--- config.mk ---
export PLATFORM = sky130hd
export DESIGN_NAME = csr_btn
export DESIGN_NICKNAME = d
export VERILOG_FILES = /design/src/rtl/csr_btn.sv
export SDC_FILE = /design/constraint.sdc
export NUM_CORES = 1
export LEC_CHECK = 0
export ABC_AREA = 0
export CORE_ASPECT_RATIO = 1.25
export CORE_MARGIN = 3
export CORE_UTILIZATION = 32
export DETAILED_ROUTE_END_ITERATION = 16
export PLACE_DENSITY_LB_ADDON = 0.08
export SLEW_MARGIN = 20
export SYNTH_ARGS = -nofsm -noshare
export SYNTH_HDL_FRONTEND = slang
export SYNTH_SLANG_ARGS = --single-unit
--- constraint.sdc ---
create_clock -name clk -period 2.36 [get_ports clk]
set_input_delay 0.236 -clock clk [delete_from_list [all_inputs] [get_ports clk]]
set_output_delay 0.236 -clock clk [all_outputs]
set_load 0.01 [all_outputs]
--- src/rtl/csr_btn.sv ---
//==============================================================================
// csr_btn : CSR-mapped debounced button input with sticky edge flags and IRQ.
// Revision: 1.0
//==============================================================================
`default_nettype none

package csr_btn_pkg;
  typedef enum logic [2:0] {
    CSRRW  = 3'b001,
    CSRRS  = 3'b010,
    CSRRC  = 3'b011,
    CSRRWI = 3'b101,
    CSRRSI = 3'b110,
    CSRRCI = 3'b111
  } csr_op_t;
endpackage

module csr_btn
  import csr_btn_pkg::*;
#(
  parameter logic [11:0] ADDR            = 12'h002,
  parameter int unsigned DEBOUNCE_CYCLES = 16,
  parameter logic        RESET_LEVEL     = 1'b0
) (
  input  logic        clk,
  input  logic        reset,
  input  logic        csr_enable,
  input  logic [11:0] csr_addr,
  input  logic [4:0]  rs1_zimm,
  input  logic [31:0] rs1_data,
  input  csr_op_t     csr_op,
  input  logic        btn,
  output logic [31:0] out,
  output logic        level,
  output logic        irq
);

  localparam int unsigned          c_CNT_W   = $clog2(DEBOUNCE_CYCLES + 1);
  localparam logic [c_CNT_W-1:0]   c_CNT_MAX = c_CNT_W'(DEBOUNCE_CYCLES - 1);

  logic               r_s1;
  logic               r_s2;
  logic               r_level;
  logic [c_CNT_W-1:0] r_cnt;
  logic               r_rise;
  logic               r_fall;
  logic               r_rise_en;
  logic               r_fall_en;

  logic               w_hit_addr;
  logic               w_hit;
  logic [4:0]         w_reg;
  logic [4:0]         w_src;
  logic [4:0]         w_new;
  logic               w_toggle;
  logic               w_rise_ev;
  logic               w_fall_ev;
  logic               w_unused_hi;

  assign w_hit_addr  = (csr_addr == ADDR);
  assign w_hit       = csr_enable && w_hit_addr;
  assign w_reg       = {r_fall_en, r_rise_en, r_fall, r_rise, r_level};
  assign w_unused_hi = ^rs1_data[31:5];

  // Only the low five bits of the source can affect the register.
  always_comb begin
    w_src = rs1_data[4:0];
    if (csr_op inside {CSRRWI, CSRRSI, CSRRCI}) begin
      w_src = rs1_zimm;
    end
    case (csr_op)
      CSRRS, CSRRSI: w_new = w_reg | w_src;
      CSRRC, CSRRCI: w_new = w_reg & ~w_src;
      default:       w_new = w_src;
    endcase
  end

  assign w_toggle  = (r_s2 != r_level) && (r_cnt == c_CNT_MAX);
  assign w_rise_ev = w_toggle && r_s2;
  assign w_fall_ev = w_toggle && !r_s2;

  always_ff @(posedge clk or posedge reset) begin
    if (reset) begin
      r_s1      <= RESET_LEVEL;
      r_s2      <= RESET_LEVEL;
      r_level   <= RESET_LEVEL;
      r_cnt     <= '0;
      r_rise    <= 1'b0;
      r_fall    <= 1'b0;
      r_rise_en <= 1'b0;
      r_fall_en <= 1'b0;
    end else begin
      r_s1 <= btn;
      r_s2 <= r_s1;

      if (r_s2 == r_level) begin
        r_cnt <= '0;
      end else if (r_cnt == c_CNT_MAX) begin
        r_cnt   <= '0;
        r_level <= r_s2;
      end else begin
        r_cnt <= r_cnt + c_CNT_W'(1);
      end

      if (w_hit) begin
        r_rise_en <= w_new[3];
        r_fall_en <= w_new[4];
      end

      // Software may only clear a flag; a same-edge hardware event wins.
      r_rise <= w_rise_ev || (r_rise && (!w_hit || w_new[1]));
      r_fall <= w_fall_ev || (r_fall && (!w_hit || w_new[2]));
    end
  end

  assign out   = (w_hit_addr && !reset) ? {27'b0, w_reg} : 32'b0;
  assign level = r_level;
  assign irq   = (r_rise && r_rise_en) || (r_fall && r_fall_en);

endmodule

`default_nettype wire

# == Yosys cells after proc, flatten, opt, wreduce, memory -nomap -nowiden ==
# Cells that the tools add are included.
# word_totals
regBits,12
wordCells,48
output_inout_bits,34
in_bits,56
# classes
muxes,5
n_addsub,1
bitwise_logic,4
eq_ne,9
n_reduce_logical,21
# op_table
cell,count
$mux W5,4
$eq A12 B2 Y1 const B,1
$pmux W5 S2,1
$eq A3 B3 Y1 const B,3
$logic_and A1 B1 Y1,9
$eq A3 B2 Y1 const B,2
$add A5 B1 Y5 const B,1
$and A5 B5 Y5,1
$eq A5 B4 Y1 const B,1
$logic_or A1 B1 Y1,5
$not A5 Y5,1
$or A5 B5 Y5,1
$reduce_or A2 Y1,2
$logic_not A1 Y1,3
$reduce_bool A3 Y1,1
$reduce_and A2 Y1,1
$eq A1 B1 Y1,1
$ne A1 B1 Y1,1
$not A1 Y1,1

# == Depth between registers and ports, before layout ==
# Gate-level depths: netlist of the first run.
# depth
word_depth,9
mapped_depth,5
ltp_nobuf,5

# == Worst setup path after synthesis of the first run ==
# No wires, ideal clock.
# synth_timing
path_kind,in2out
start,in csr_addr[3]
end,out out[0]
stages,3
setup_slack_ns,1.002
path_buffers,0
arrival_time_ns,1.122
required_ns,2.124
cell_sequence,or4b_1 > nor3_2 > and2_1
# synth_via
elab_chain_cells,3
# synth_lines
item,line_no,rtl
from (decl),28,"input logic [11:0] csr_addr,"
$eq A12 B2 Y1,60,assign w_hit_addr = (csr_addr == ADDR);
$logic_and A1 B1 Y1,116,"assign out = (w_hit_addr && !reset) ? {27'b0, w_reg} : 32'b0;"
$mux W5,116,
to (decl),33,"output logic [31:0] out,"
# Every way passes these cells.

# == Worst setup path in the final report of the first run ==
# layout_timing
start,in csr_addr[3]
end,out out[4]
# Same word-level chain as after synthesis.

==> results of run 1 <==
[timing repair]
action | 4_1_cts | 5_1_grt
buffers inserted | 2 | 0
hold buffers | 0 | 0
endpoints found under the setup margin | 5 | 3
gates resized for setup | 3 | 5
[worst reg2reg max path: cells and delay by family (launching register included)]
family	cells	cell delay (ps)
adder cells (fa/ha/maj)	1	190
flip-flops	1	370
multiplexers	1	280
AND/OR/NAND/NOR	2	420
[worst paths after layout]
kind                               startpoint            endpoint  slack, ps  cells past startpoint
max in group asynchronous               reset  r_cnt[1]$_DFF_PP0_       1630                      3
hold / removal                 r_s1$_DFF_PP0_      r_s2$_DFF_PP0_        350                      0
hold reg to reg                r_s1$_DFF_PP0_      r_s2$_DFF_PP0_        350                      0
setup reg to reg           r_cnt[0]$_DFF_PP0_   level$_DFFE_PP0P_       1000                      4
setup / recovery                  csr_addr[3]              out[4]        130                      7
min in group asynchronous               reset   level$_DFFE_PP0P_        420                      3
[cell type report]
class                      count  share of cell area, %
inverter                       3                  0.905
sequential                    12                   24.1
multi-input combinational     85                   40.9
timing repair buffer          36                   28.8
tap                           34                   3.42
clock buffer                   3                   1.81
[report_power, final]
part	internal (mW)	switching, mW
combinational	0.0575	0.0526
sequential	0.212	0.00412
clock	0.0590	0.0633
[cell families after synthesis]
kind of cell,synth area share (%)
buf+inv,24.6
simple gates,20.2
compound gates,11.8
flops,32.6
xor+xnor,5.70
mux,3.39
fa+ha+maj,1.36
other cells,0.407
[cell usage after synthesis (2+ instances only)]
| library cell | instances | share of area (%) |
|---|---|---|
| nor2_1 | 4 | 1.6 |
| mux2i_1 | 2 | 2.2 |
| and2_1 | 6 | 4.1 |
| inv_1 | 3 | 1.2 |
| dfrtp_1 | 12 | 33 |
| xor2_1 | 3 | 2.8 |
| o2bb2ai_1 | 4 | 3.8 |
| o21ai_0 | 4 | 2.2 |
| nand2b_1 | 2 | 1.4 |
| and3_1 | 3 | 2.0 |
| nor4_1 | 2 | 1.4 |
| nand4b_1 | 2 | 1.9 |
| xnor2_1 | 3 | 2.8 |
| a31oi_1 | 2 | 1.4 |
| buf_4 | 28 | 23 |
| a21oi_1 | 5 | 2.7 |
| nand3_1 | 2 | 1.1 |
| nand2_1 | 5 | 2.0 |
[per-layer routing]
| metal | vias up | routed length [um] | GRT usage [%] |
|---|---|---|---|
| met5 | - | 0 | 0 |
| met4 | 0 | 20 | 4.67 |
| met3 | 2 | 84 | 1.58 |
| met2 | 23 | 1020 | 19.7 |
| met1 | 325 | 702 | 12.6 |
| li1 | 379 | - | - |
[flip-flops by register name, indices dropped and copies added, names as in the netlist]
name and cells:
r_cnt 5, level 1, r_fall 1, r_fall_en 1, r_rise 1, r_rise_en 1
r_s1 1, r_s2 1
[metrics by stage]
stage	power, mW	setup TNS (ps)	utilization (%)	std cells
6_report	0.448	0	46.0	173
5_1_grt	0.478	0	46.0	173
4_1_cts	0.454	0	45.3	173
3_5_place_dp	0.328	-197	43.8	168
3_3_place_gp	0.326	-106	43.8	168
2_1_floorplan	0.307	0	-	129
==> run metrics, run 1 <==
core box area=2710 um2; Worst path slowest cell=or4b_4; Total Routing Usage GR=11.0%; num ports=90; max_cap viols=0; largest net degree at the start of global routing=13; vias in the first global route=694; First-pass DRT Iterations=4; worst hold path type=flop to flop; clk slew on worst S/H paths=70 ps; Worst Path Required=2120 ps; fraction of layout cells with a size suffix above 1=7.91%; drc violations=0; asr flop ratio synth=100%; period utilization=94.4%; Hold Fails Final Rpt=0; starting density of the core=34.1%; NumNets Final=198; Synth warnings=0; worst path bufs/invs=4; critical path, cell by cell=clkdlybuf4s50_1, or4b_4, nor3_4, buf_4, buf_4, and2_1, dlygate4sd2_1; Synth-to-Final Area Change=34.9%; min Tclk post-route=2230 ps; WL/cell=10.6 um; root buf cell=clkbuf_4; Most used DFF post-synth=dfrtp_1; LEAKAGE=0.634 nW; Detailed Route WL=1830 um; Multi-input gate area=509 um2; Die Ht=66.0 um; worst-path maximum fanout=4; Post-Place Setup Slack=-54.4 ps; critical path type=primary input to output pin; Final setup viols=0; sequential-to-total area share from yosys stat=32.6%; Final Max Tran Viols=0; CTS max path bufs=2; port buffer count=33; Crit path max-delay family=buffers and inverters; Antenna Cells=0; GP Congestion=0.654; CTS Buf Count=3; crit path launch type=primary input; commonest cells after routing, fill and taps aside=clkdlybuf4s50_1, conb_1, dfrtp_1, and2_1; total gr overflow=0; most common cell after layout, fill and taps aside=clkdlybuf4s50_1; H-Tree Level Count=1; row count=21; CP endpoint kind=output pin; Total Die Area=3570 um2; slowest cell delay on critical path=550 ps; Cell variety after synth=29; RSZ-0062 raised after global routing=no; Synth Register Bits=12; DP HPWL=1580 um; Post-DP Area=1180 um2; FF+latch area=300 um2; TritonCTS clock tree=done; Mapped Cells=103; most frequent cell on the critical path=buf_4; Clock Sinks=12; crit path DAT=1990 ps; vias after detailed routing=729; maximum vdd drop=0.158 mV; fmax=0.449 GHz; Vias/cell=4.21; ANT nets after route=0; status=finished clean; final non-filler cell area=1240 um2; clock latency at the later pin of the worst-skew pair=270 ps; DIE WIDTH=54.0 um; DRT iter0 DRCs=8; fin worst setup slack=132 ps; Syn Area/Cell=8.95 um2; Filler cells=282; Clock Skew=3.72 ps; Synth Cell Area=922 um2; first-pass GRT wire length=2940 um; pwr/cell area=361 nW/um2; Post-synth EDFFs=0; final hold slack=350 ps; initial antenna violation count=0
Note: power is estimated with default switching activity, not from simulation.
==> run 2, diff against run 1 <==
Settings changed: CTS_BUF_LIST set to sky130_fd_sc_hd__clkbuf_16, HOLD_SLACK_MARGIN set to 0.15, MAX_ROUTING_LAYER set to met4.
==> run metrics, run 2 (same netlist as run 1, synthesis figures left out) <==
crit path launch type=primary input; TritonCTS clock tree=done; Worst Path Required=2120 ps (about the same); first-pass GRT wire length=2980 um (+1.4%); worst hold path type=flop to flop; port buffer count=33 (unchanged); period utilization=94.4% (about the same); NumNets Final=198 (unchanged); clk slew on worst S/H paths=40 ps (-30 ps); worst-path maximum fanout=4 (unchanged); fraction of layout cells with a size suffix above 1=7.91% (unchanged); clock latency at the later pin of the worst-skew pair=240 ps (-30 ps); commonest cells after routing, fill and taps aside=clkdlybuf4s50_1, conb_1, dfrtp_1, and2_1; critical path type=primary input to output pin; Largest Register=r_cnt; DIE WIDTH=54.0 um (unchanged); maximum vdd drop=0.271 mV (+72%); max_cap viols=0 (unchanged); root buf cell=clkbuf_16; drc violations=0 (unchanged); core box area=2710 um2 (unchanged); hold buffers post-CTS=0 (unchanged); num ports=90 (unchanged); CTS max path bufs=2 (unchanged); fmax=0.449 GHz (about the same); initial antenna violation count=0 (unchanged); ANT nets after route=0 (unchanged); total gr overflow=0 (unchanged); Antenna Cells=0 (unchanged); Hold Fails Final Rpt=0 (unchanged); vias in the first global route=712 (+2.6%); starting density of the core=34.1% (unchanged); LEAKAGE=0.657 nW (+3.7%); Final setup viols=0 (unchanged); most common cell after layout, fill and taps aside=clkdlybuf4s50_1; Filler cells=275 (-2.5%); Synth-to-Final Area Change=40.6%; pwr/cell area=487 nW/um2 (+35%); GP Congestion=0.660 (+0.89%); DRT iter0 DRCs=6 (-2); WL/cell=10.8 um (+2.3%); CTS Buf Count=3 (unchanged); First-pass DRT Iterations=4 (unchanged); Clock Skew=0.889 ps (-2.83 ps); RSZ-0062 raised after global routing=no; vias after detailed routing=730 (+0.14%); Die Ht=66.0 um (unchanged); CP endpoint kind=output pin; Clock Sinks=12 (unchanged); DP HPWL=1580 um (unchanged); crit path DAT=1990 ps (about the same); Total Die Area=3570 um2 (unchanged); status=finished clean; largest net degree at the start of global routing=13 (unchanged); Largest register FFs=5 (unchanged); row count=21 (unchanged); final hold slack=348 ps (-1.89 ps); min Tclk post-route=2230 ps (-0.289 ps); Total Routing Usage GR=11.7% (+0.69 points); Vias/cell=4.22 (+0.14%); Util after Layout=47.9% (+1.9 points); H-Tree Level Count=1 (unchanged); Final Max Tran Viols=0 (unchanged); Detailed Route WL=1870 um (+2.3%)
==> run 2: cell count changes in the layout (fill, tap and decap cells not counted) <==
cell	delta
clkbuf_16	+3
clkbuf_4	-3
==> run 2: stage by stage <==
step / power, mW / worst slack, ps / cell area [um2] / instances / TNS [ps]
global placement: 0.326 / -33.6 / 1180 / 168 / -106
floorplan: 0.307 / 1000 / 1020 / 129 / 0
detailed placement: 0.328 / -54.4 / 1180 / 168 / -197
global route: 0.662 / 57.2 / 1300 / 173 / 0
CTS: 0.634 / 12.8 / 1280 / 173 / 0
finish: 0.631 / 132 / 1300 / 173 / 0
==> run 2: final timing paths <==
path                                          from           endpoint  slack, ps  depth (start not counted)
worst max register to register  r_cnt[0]$_DFF_PP0_  level$_DFFE_PP0P_        980                          4
min in group asynchronous                    reset  level$_DFFE_PP0P_        450                          3
worst max-delay path                   csr_addr[3]             out[4]        130                          7
worst min-delay path                r_s1$_DFF_PP0_     r_s2$_DFF_PP0_        350                          0
worst min register to register      r_s1$_DFF_PP0_     r_s2$_DFF_PP0_        350                          0
max in group asynchronous                    reset     r_s2$_DFF_PP0_       1600                          3
==> run 2: what timing repair did <==
item	in CTS	in global routing
setup endpoints to repair	5	3
setup buffers	2	0
gates resized for setup	3	5
pin swaps	0	0
==> run 2: per-layer routing <==
layer	GRT usage, %	vias to the layer above	wire length (um)
met5	-	-	0
met4	5.61	0	23
met3	2.03	2	86
met2	20.3	23	1070
met1	12.5	326	697
li1	-	379	-
==> run 2: power breakdown <==
| part | total (mW) | internal, mW | switching [mW] |
|---|---|---|---|
| logic | 0.111 | 0.0578 | 0.0531 |
| clock network | 0.303 | 0.220 | 0.0831 |
| registers | 0.217 | 0.213 | 0.00420 |
| total | 0.631 | 0.491 | 0.140 |
==> run 2: worst max-delay path: stages <==
cell and delay [ps]:
clkdlybuf4s50_1 420, or4b_4 550, nor3_4 170, buf_4 140
buf_4 90, and2_1 110, dlygate4sd2_1 260
==> run 2: layout make-up <==
cell class | instances | area (um2) | share of cell area [%]
timing repair buffer | 36 | 358 | 27.6
multi-input combinational | 85 | 509 | 39.3
tap | 34 | 42.5 | 3.28
sequential | 12 | 300 | 23.2
clock buffer | 3 | 75.1 | 5.79
inverter | 3 | 11.3 | 0.869
==> run 3, diff against run 2 <==
Settings changed: SLEW_MARGIN 20 to not set.
==> results of run 3 <==
No change in the layout: final DEF, timing and power equal those of run 2.
